==> config.mk <==
export PLATFORM = sky130hd
export DESIGN_NAME = if_id_stage
export DESIGN_NICKNAME = d
export VERILOG_FILES = /design/src/rtl/mips_defs_pkg.sv /design/src/rtl/fetch_timeout_ctr.sv /design/src/rtl/if_id_stage.sv
export SDC_FILE = /design/constraint.sdc
export NUM_CORES = 1
export LEC_CHECK = 0
export CAP_MARGIN = 20
export CORE_ASPECT_RATIO = 0.5
export CORE_UTILIZATION = 40
export CTS_CLUSTER_DIAMETER = 200
export DETAILED_ROUTE_END_ITERATION = 6
export PLACE_DENSITY_LB_ADDON = 0.1
export SLEW_MARGIN = 15
export SYNTH_ARGS = -nofsm -noshare
export SYNTH_HDL_FRONTEND = slang
export SYNTH_SLANG_ARGS = --single-unit
==> constraint.sdc <==
create_clock -name clk -period 4 [get_ports clk]
set_input_delay 0.8 -clock clk [delete_from_list [all_inputs] [get_ports clk]]
set_output_delay 0.8 -clock clk [all_outputs]
set_load 0.05 [all_outputs]
==> src/rtl/mips_defs_pkg.sv <==
// Shared MIPS definitions: instruction field positions, default reset PC,
// fetch FSM state encodings and small PC arithmetic helpers.
package mips_defs_pkg;

    // Instruction field bit positions (MSB/LSB pairs)
    localparam int OPCODE_MSB = 31;
    localparam int OPCODE_LSB = 26;
    localparam int RS_MSB     = 25;
    localparam int RS_LSB     = 21;
    localparam int RT_MSB     = 20;
    localparam int RT_LSB     = 16;
    localparam int RD_MSB     = 15;
    localparam int RD_LSB     = 11;
    localparam int SHAMT_MSB  = 10;
    localparam int SHAMT_LSB  = 6;
    localparam int FUNCT_MSB  = 5;
    localparam int FUNCT_LSB  = 0;
    localparam int IMM16_MSB  = 15;
    localparam int IMM16_LSB  = 0;
    localparam int TARGET_MSB = 25;
    localparam int TARGET_LSB = 0;

    // Default fetch address after reset
    localparam logic [31:0] DEFAULT_RESET_PC = 32'h0000_0000;

    // Fetch FSM states
    typedef enum logic [1:0] {
        FS_IDLE = 2'd0,
        FS_REQ  = 2'd1,
        FS_ERR  = 2'd2
    } fetchState_t;

    // Sequential PC, wraps naturally modulo 2^32
    function automatic logic [31:0] nextPc(input logic [31:0] pc);
        return pc + 32'd4;
    endfunction

    // Force word alignment of a redirect target
    function automatic logic [31:0] alignPc(input logic [31:0] addr);
        return addr & 32'hFFFF_FFFC;
    endfunction

endpackage

==> src/rtl/fetch_timeout_ctr.sv <==
// Fetch timeout counter: counts consecutive unacknowledged request cycles and
// flags a trip in the cycle the count reaches TIMEOUT.
// The module only exists when IF_FETCH_TIMEOUT_EN is defined, since it is
// instantiated solely in that configuration.
`ifdef IF_FETCH_TIMEOUT_EN
module fetch_timeout_ctr #(
    parameter int TIMEOUT = 16
) (
    input  logic clk,
    input  logic rst_n,
    input  logic req,
    input  logic ack,
    input  logic clr,
    output logic trip
);

    // Trip fires while the last allowed unacked cycle is in progress
    localparam logic [7:0] TRIP_AT = 8'(TIMEOUT - 1);

    logic [7:0] cntR;

    // Count unacked requesting cycles; any ack, idle or clear restarts
    always_ff @(posedge clk or negedge rst_n) begin
        if (!rst_n) begin
            cntR <= 8'd0;
        end else if (clr || !req || ack) begin
            cntR <= 8'd0;
        end else begin
            cntR <= cntR + 8'd1;
        end
    end

    assign trip = req && !ack && !clr && (cntR == TRIP_AT);

endmodule
`endif

==> src/rtl/if_id_stage.sv <==
// Instruction fetch + IF/ID pipeline register.
// Optional feature macro: IF_FETCH_TIMEOUT_EN (fetch timeout counter, ERR state).
module if_id_stage
    import mips_defs_pkg::*;
#(
    parameter logic [31:0] RESET_PC = DEFAULT_RESET_PC,
    parameter int          TIMEOUT  = 16
) (
    input  logic        clk,
    input  logic        rst_n,
    output logic        imem_req,
    output logic [31:0] imem_addr,
    input  logic        imem_ack,
    input  logic [31:0] imem_data,
    input  logic        stall,
    input  logic        redirect,
    input  logic [31:0] redirect_pc,
    output logic        id_valid,
    output logic [31:0] id_pc,
    output logic [31:0] id_pc4,
    output logic [5:0]  id_opcode,
    output logic [4:0]  id_rs,
    output logic [4:0]  id_rt,
    output logic [4:0]  id_rd,
    output logic [4:0]  id_shamt,
    output logic [5:0]  id_funct,
    output logic [15:0] id_imm16,
    output logic [25:0] id_target,
    output logic        fetch_err
);

    // Parameter sanity: reject out-of-range timeout at elaboration
    if ((TIMEOUT < 1) || (TIMEOUT > 255)) begin : gBadTimeout
        $error("if_id_stage: TIMEOUT must be within 1..255");
    end

    fetchState_t stateR;
    fetchState_t stateNextS;
    logic [31:0] pcR;
    logic        idValidR;
    logic [31:0] instrR;
    logic [31:0] idPcR;
    logic [31:0] idPc4R;
    logic        canLoadS;
    logic        reqS;
    logic        loadS;
    logic        consumeS;
    logic        redirAccS;
    logic        tripS;

    // Handshake qualifiers; the request drops combinationally on stall/redirect
    always_comb begin
        canLoadS  = !idValidR || !stall;
        reqS      = (stateR == FS_REQ) && canLoadS && !redirect;
        loadS     = reqS && imem_ack;
        consumeS  = idValidR && !stall;
        redirAccS = redirect && (stateR != FS_ERR);
    end

`ifdef IF_FETCH_TIMEOUT_EN
    logic fetchErrR;

    fetch_timeout_ctr #(
        .TIMEOUT (TIMEOUT)
    ) uTimeout (
        .clk   (clk),
        .rst_n (rst_n),
        .req   (reqS),
        .ack   (imem_ack),
        .clr   (redirAccS),
        .trip  (tripS)
    );

    // Sticky error flag, cleared only by reset
    always_ff @(posedge clk or negedge rst_n) begin
        if (!rst_n) begin
            fetchErrR <= 1'b0;
        end else if (tripS) begin
            fetchErrR <= 1'b1;
        end
    end

    assign fetch_err = fetchErrR;
`else
    assign tripS     = 1'b0;
    assign fetch_err = 1'b0;
`endif

    // FSM state register
    always_ff @(posedge clk or negedge rst_n) begin
        if (!rst_n) begin
            stateR <= FS_IDLE;
        end else begin
            stateR <= stateNextS;
        end
    end

    // FSM next state: IDLE lasts one cycle; ERR is terminal until reset
    always_comb begin
        stateNextS = stateR;
        case (stateR)
            FS_IDLE: stateNextS = FS_REQ;
            FS_REQ: begin
                if (tripS) begin
                    stateNextS = FS_ERR;
                end else begin
                    stateNextS = FS_REQ;
                end
            end
`ifdef IF_FETCH_TIMEOUT_EN
            FS_ERR:  stateNextS = FS_ERR;
`endif
            default: stateNextS = FS_IDLE;
        endcase
    end

    // PC: redirect wins, otherwise advance on each accepted word
    always_ff @(posedge clk or negedge rst_n) begin
        if (!rst_n) begin
            pcR <= RESET_PC;
        end else if (redirAccS) begin
            pcR <= alignPc(redirect_pc);
        end else if (loadS) begin
            pcR <= nextPc(pcR);
        end
    end

    // Decode valid: flush on redirect, set on load, clear when drained
    always_ff @(posedge clk or negedge rst_n) begin
        if (!rst_n) begin
            idValidR <= 1'b0;
        end else if (redirAccS) begin
            idValidR <= 1'b0;
        end else if (loadS) begin
            idValidR <= 1'b1;
        end else if (consumeS) begin
            idValidR <= 1'b0;
        end
    end

    // Decode payload: only a load changes it, so stall freezes every field
    always_ff @(posedge clk or negedge rst_n) begin
        if (!rst_n) begin
            instrR <= 32'd0;
            idPcR  <= 32'd0;
            idPc4R <= 32'd0;
        end else if (loadS) begin
            instrR <= imem_data;
            idPcR  <= pcR;
            idPc4R <= nextPc(pcR);
        end
    end

    assign imem_req  = reqS;
    assign imem_addr = pcR;
    assign id_valid  = idValidR;
    assign id_pc     = idPcR;
    assign id_pc4    = idPc4R;
    assign id_opcode = instrR[OPCODE_MSB:OPCODE_LSB];
    assign id_rs     = instrR[RS_MSB:RS_LSB];
    assign id_rt     = instrR[RT_MSB:RT_LSB];
    assign id_rd     = instrR[RD_MSB:RD_LSB];
    assign id_shamt  = instrR[SHAMT_MSB:SHAMT_LSB];
    assign id_funct  = instrR[FUNCT_MSB:FUNCT_LSB];
    assign id_imm16  = instrR[IMM16_MSB:IMM16_LSB];
    assign id_target = instrR[TARGET_MSB:TARGET_LSB];

endmodule

======== Word level (Yosys, flattened, before mapping) ========
Index checks and enable logic that the tools add are counted.
storage, ports and cells
  output and inout bits ................... 173
  bits in registers ....................... 131
  logic and storage cells ................. 28
  input bits .............................. 69
operators by class
  equal/unequal tests ..................... 2
  add/sub/neg operators ................... 1
  mux-type cells .......................... 6
  reduce and logical (&&, ||, !) cells .... 13
operators by type and width
  operator                                             number
  2-to-1 mux 32 bit                                    2
  adder 32 x 3 -> 32 bit, second input constant        1
  logical AND 1 bit                                    5
  2-to-1 mux 1 bit                                     4
  logical NOT 1 bit                                    3
  nonzero test 3 bit                                   1
  equality test 2 x 1 -> 1 bit, second input constant  1
  logical NOT 2 bit                                    1
  != test 2 bit, second input constant                 1
  nonzero test 2 bit                                   1
  OR reduction 2 bit                                   1
  logical OR 1 bit                                     1

======== Logic depth before layout (Yosys ltp) ========
  word-level depth ........................ 7
  mapped depth ............................ 7
  mapped depth without buffers ............ 6

======== Worst setup path before layout ========
Ideal clock, no wire load.
  path kind ............................... input-to-output
  from .................................... input redirect
  to ...................................... output imem_req
  data arrival time ....................... 1.683 ns
  path slack .............................. 1.517 ns
  data required time ...................... 3.200 ns
  cell stages on the path ................. 3
  buffers on the path ..................... 2
  cells stage by stage .................... clkbuf_1 > clkbuf_1 > and3b_1
on the way
  word-level cells in the longest chain between the ends .. 2
RTL lines
  item               line               source
  start, declared    if_id_stage.sv:16  input logic redirect,
  logical NOT 1 bit  if_id_stage.sv:54  reqS = (stateR == FS_REQ) && canLoadS && !redirect;
  logical AND 1 bit  if_id_stage.sv:54
  end, declared      if_id_stage.sv:11  output logic imem_req,
No other way between the ends.

======== Worst setup path after layout ========
  from .................................... input stall
  to ...................................... output imem_req
on the way
  word-level cells in the longest chain between the ends .. 4
RTL lines
  item                             line               source
  start, declared                  if_id_stage.sv:15  input logic stall,
  logical NOT 1 bit                if_id_stage.sv:53  canLoadS = !idValidR || !stall;
  logical OR 1 bit                 if_id_stage.sv:53
  logical AND 1 bit (2 in series)  if_id_stage.sv:54
No other way between the ends.

==> metrics list <==
- Of all nets on the critical path, the largest fanout is 4.
* TritonCTS clock tree: done
* Yosys synthesis warning count: 0
* Remaining design rule violation count: 0
* Launch point of the worst path: stall
- At the pin with the least slew margin, the transition time is 1.003 ns.
- The critical path goes through clkdlybuf4s50_1, nand2_1, and3b_1, clkdlybuf4s50_1.
- Share of cells above drive strength 1: 6.031%
- The max-slew violation total from the final report is 0.
- Based on the critical path, the design can be clocked at up to 320.0 MHz.
- The detail route stage leaves a number of antenna-violating nets equal to 0.
- Buffers inserted to repair hold after CTS numbered 0.
- Area of the mapped netlist: 5784 sq um
- The flow ran to the end, and the final reports show no timing, DRC or antenna violations.
- Clock latency on the worst-skew pair, taken at its later pin, is 0.41 ns.
* Cells after synthesis: 639
- For this run, the total global-route usage over all layers was measured as 21.52%.
* Overall routed net length: 15770 um
* Number of global-route vias before repair: 4690
- After synthesis, the cell types taking the most area are sky130_fd_sc_hd__dfrtp_1, sky130_fd_sc_hd__nand2_1, sky130_fd_sc_hd__buf_4.
* Cell at the slowest stage of the critical path: sky130_fd_sc_hd__clkdlybuf4s50_1
- Detailed routing placed a total of 7533 um of wire on met2.
- Buffers inserted during clock tree synthesis total 17.
- Slowest Stage Delay on Critical Path: 0.80 ns
- In this run the tightest slew margin relative to its limit is 32.90%.
- In the final design database the tool counted 886 nets.
* Critical path buffer and inverter count: 2
- Final total negative setup slack: 0 ns
- Once the clock tree was built, the setup fixing pass inserted 0 buffers.
- Number of port buffers: 232
- Starting utilization of the core area: 41.88%
- Post-Route Hold Slack: 0.3764 ns
* Fillers: 1195
- In the post-route analysis, the smallest setup slack over all paths is 0.8751 ns.
- Post-synth top area cell: sky130_fd_sc_hd__dfrtp_1
* Drt initial violations: 274
- Number of I/O pins: 242
* Synth unique cells: 42
- Wire length of the first global-routing pass: 24470 um
- Dividing the detail-routed wire length by the instance count gives 15.45 um.
* Required time reported for the critical path endpoint: 3.20 ns
- DIE WIDTH: 172.1 um
- Number of flip-flops and latches in the synthesized netlist: 124
- Yosys mapped a number of flops with a built-in enable equal to 0.
- First-pass DRT Iterations: 4
* Master cell of the clock root buffer: sky130_fd_sc_hd__clkbuf_16
* Top routing layer in use: met4
- Entering global routing, the biggest net connects 99 pins.
- N_diodes: 0
- Amount of wire on met3 after detailed routing: 1075 um
- Share of synthesized area occupied by flip-flops and latches: 53.64%
* Setup violators final: 0
- Dividing total power by cell area gives a power density of 626.5 nW/um^2.
- STA puts the critical path data arrival time at 2.32 ns.
* CTS resizes: 0
- Critical path class: input pin to output port
- Number of sinks driven by the clock tree: 124
- Asr flop ratio synth: 100.0%
- The H-tree was split into 4 levels.
- Detailed placement finished with a half-perimeter wire length of 10800 um.
* Top cell family by delay on the critical path: buffers and inverters
- Vertical die dimension: 87.03 um
- CP endpoint kind: output port
- By instance count, the leading cell after synthesis is sky130_fd_sc_hd__nand2_1.
- Primary flip-flop cell chosen by synthesis mapping: sky130_fd_sc_hd__dfrtp_1
* Final count of hold timing violations: 0
- At the end of routability-driven placement, the weighted congestion stood at 0.7720.
- The clock passes through at most 2 buffers.
- The synthesized design devotes to its leading area cell type 53.64% of total area.
- Max-cap viol count: 0
- Mean instance size in the synthesized netlist: 9.052 sq um
- Before CTS, the worst setup slack after placement is 0.8639 ns.
- The number of antenna violations at the first check in global routing is 0.
- Post-route met1 wirelength: 7047 um
- Global route total overflow: 0
- Cell mode on critical path: sky130_fd_sc_hd__clkdlybuf4s50_1
- In this run the core area contains 30 standard-cell rows.
- Summed over all cells, the static leakage comes to 3.796 nW.
- Kind of path behind the tightest hold check: input pin to asynchronous set/reset pin
- Floorplan core area: 13810 sq um
* Share of the cycle needed by the critical path after routing: 78.12%
- The worst setup path is launched from an input pin.
- In the routed layout, each cell is associated on average with a via count of 4.856.
* Worst Clk Skew: 0.009842 ns
- Detailed-route via count: 4958
- Cell types with the highest counts after synthesis: sky130_fd_sc_hd__nand2_1, sky130_fd_sc_hd__dfrtp_1, sky130_fd_sc_hd__buf_4
- Peak supply drop: 0.3242 mV
- Relative to the synthesized area, the layout overhead comes to 48.58%.
- The worst path in the final design needs a cycle of 3.125 ns, including I/O delays and setup.
* Critical register-to-register path startpoint: imem_addr[3]
- The die covers 14970 sq um.
- Register clock-pin slew on the reported worst setup and hold paths: 0.06 ns
- Setup repair after global routing missed its margin: false
-- per-stage QoR --
| stage | utilization, % | power [mW] | instance area (sq um) | cells |
|---|---|---|---|---|
| final | 62.22 | 5.385 | 8594 | 1021 |
| after global routing | 62.22 | 5.605 | 8594 | 1021 |
| after CTS | 62.22 | 5.426 | 8594 | 1021 |
| after detailed placement | 57.34 | 3.670 | 7920 | 989 |
| after global placement | 57.34 | 3.648 | 7920 | 989 |
| after floorplan | - | 3.018 | 5807 | 645 |
-- path summary, 6_finish.rpt --
path	cells after the start	to	slack, ns
setup / recovery	4	imem_req	0.88
hold / removal	1	instrR[31]	0.38
setup reg to reg	5	imem_addr[18]	1.52
hold reg to reg	2	id_pc[20]	0.47
max in group asynchronous	2	instrR[20]	2.74
min in group clk	2	id_pc[20]	0.47
-- registers in the layout, indices dropped and copies added (netlist names) --
name,flops
stateR,1
id_pc,30
imem_addr,30
id_valid,1
instrR,32
id_pc4,30
-- final cells by class --
class	count	area (sq um)	area share (%)
timing repair buffer	239	2396	27.88
clock inverter	12	207.7	2.417
inverter	3	11.26	0.1310
multi-input combinational	431	2170	25.24
sequential	124	3103	36.10
tap	192	240.2	2.795
clock buffer	20	466.7	5.430
-- cell usage in the layout, fill, tap and decap left out, types with 5 or more instances in the layout --
master                            synthesis  final
sky130_fd_sc_hd__nand2_1                236    236
sky130_fd_sc_hd__clkdlybuf4s50_1          0    230
sky130_fd_sc_hd__dfrtp_1                124    124
sky130_fd_sc_hd__o21ai_0                 37     37
sky130_fd_sc_hd__xnor2_1                 21     21
sky130_fd_sc_hd__clkbuf_16                0     17
sky130_fd_sc_hd__nand3_1                 16     16
sky130_fd_sc_hd__nor2_1                  14     14
sky130_fd_sc_hd__a221o_1                 11     11
sky130_fd_sc_hd__o21ai_1                 10     10
sky130_fd_sc_hd__nor3_1                   9      9
sky130_fd_sc_hd__conb_1                   2      8
sky130_fd_sc_hd__xor2_1                   7      7
sky130_fd_sc_hd__a22oi_1                  7      7
sky130_fd_sc_hd__nor4_1                   6      6
sky130_fd_sc_hd__a21o_1                   5      5
sky130_fd_sc_hd__a21oi_1                  5      5
sky130_fd_sc_hd__bufinv_16                0      5
sky130_fd_sc_hd__buf_4                   50      5
-- metal layers --
metal / global-route usage [%] / vias up
met5: 0 / -
met4: 6.516 / 0
met3: 5.316 / 9
met2: 35.96 / 154
met1: 27.74 / 2382
li1: - / 2413
-- cells by family after synthesis --
| group | count (synthesis) | share of synthesized area [%] |
|---|---|---|
| multiplexers | 1 | 0.1947 |
| XOR/XNOR | 28 | 4.240 |
| other | 2 | 0.1298 |
| buffers and inverters | 90 | 9.258 |
| adder cells (fa/ha/maj) | 1 | 0.2163 |
| flip-flops | 124 | 53.64 |
| AND/OR/NAND/NOR | 308 | 22.89 |
| AO/OA/AOI/OAI | 85 | 9.431 |
-- power breakdown --
part / internal, mW / switching, mW
Combinational: 0.641 / 1.35
Clock: 1.16 / 0.587
Sequential: 1.46 / 0.183
Total: 3.27 / 2.12
Note: power is estimated with default switching activity, not from simulation.
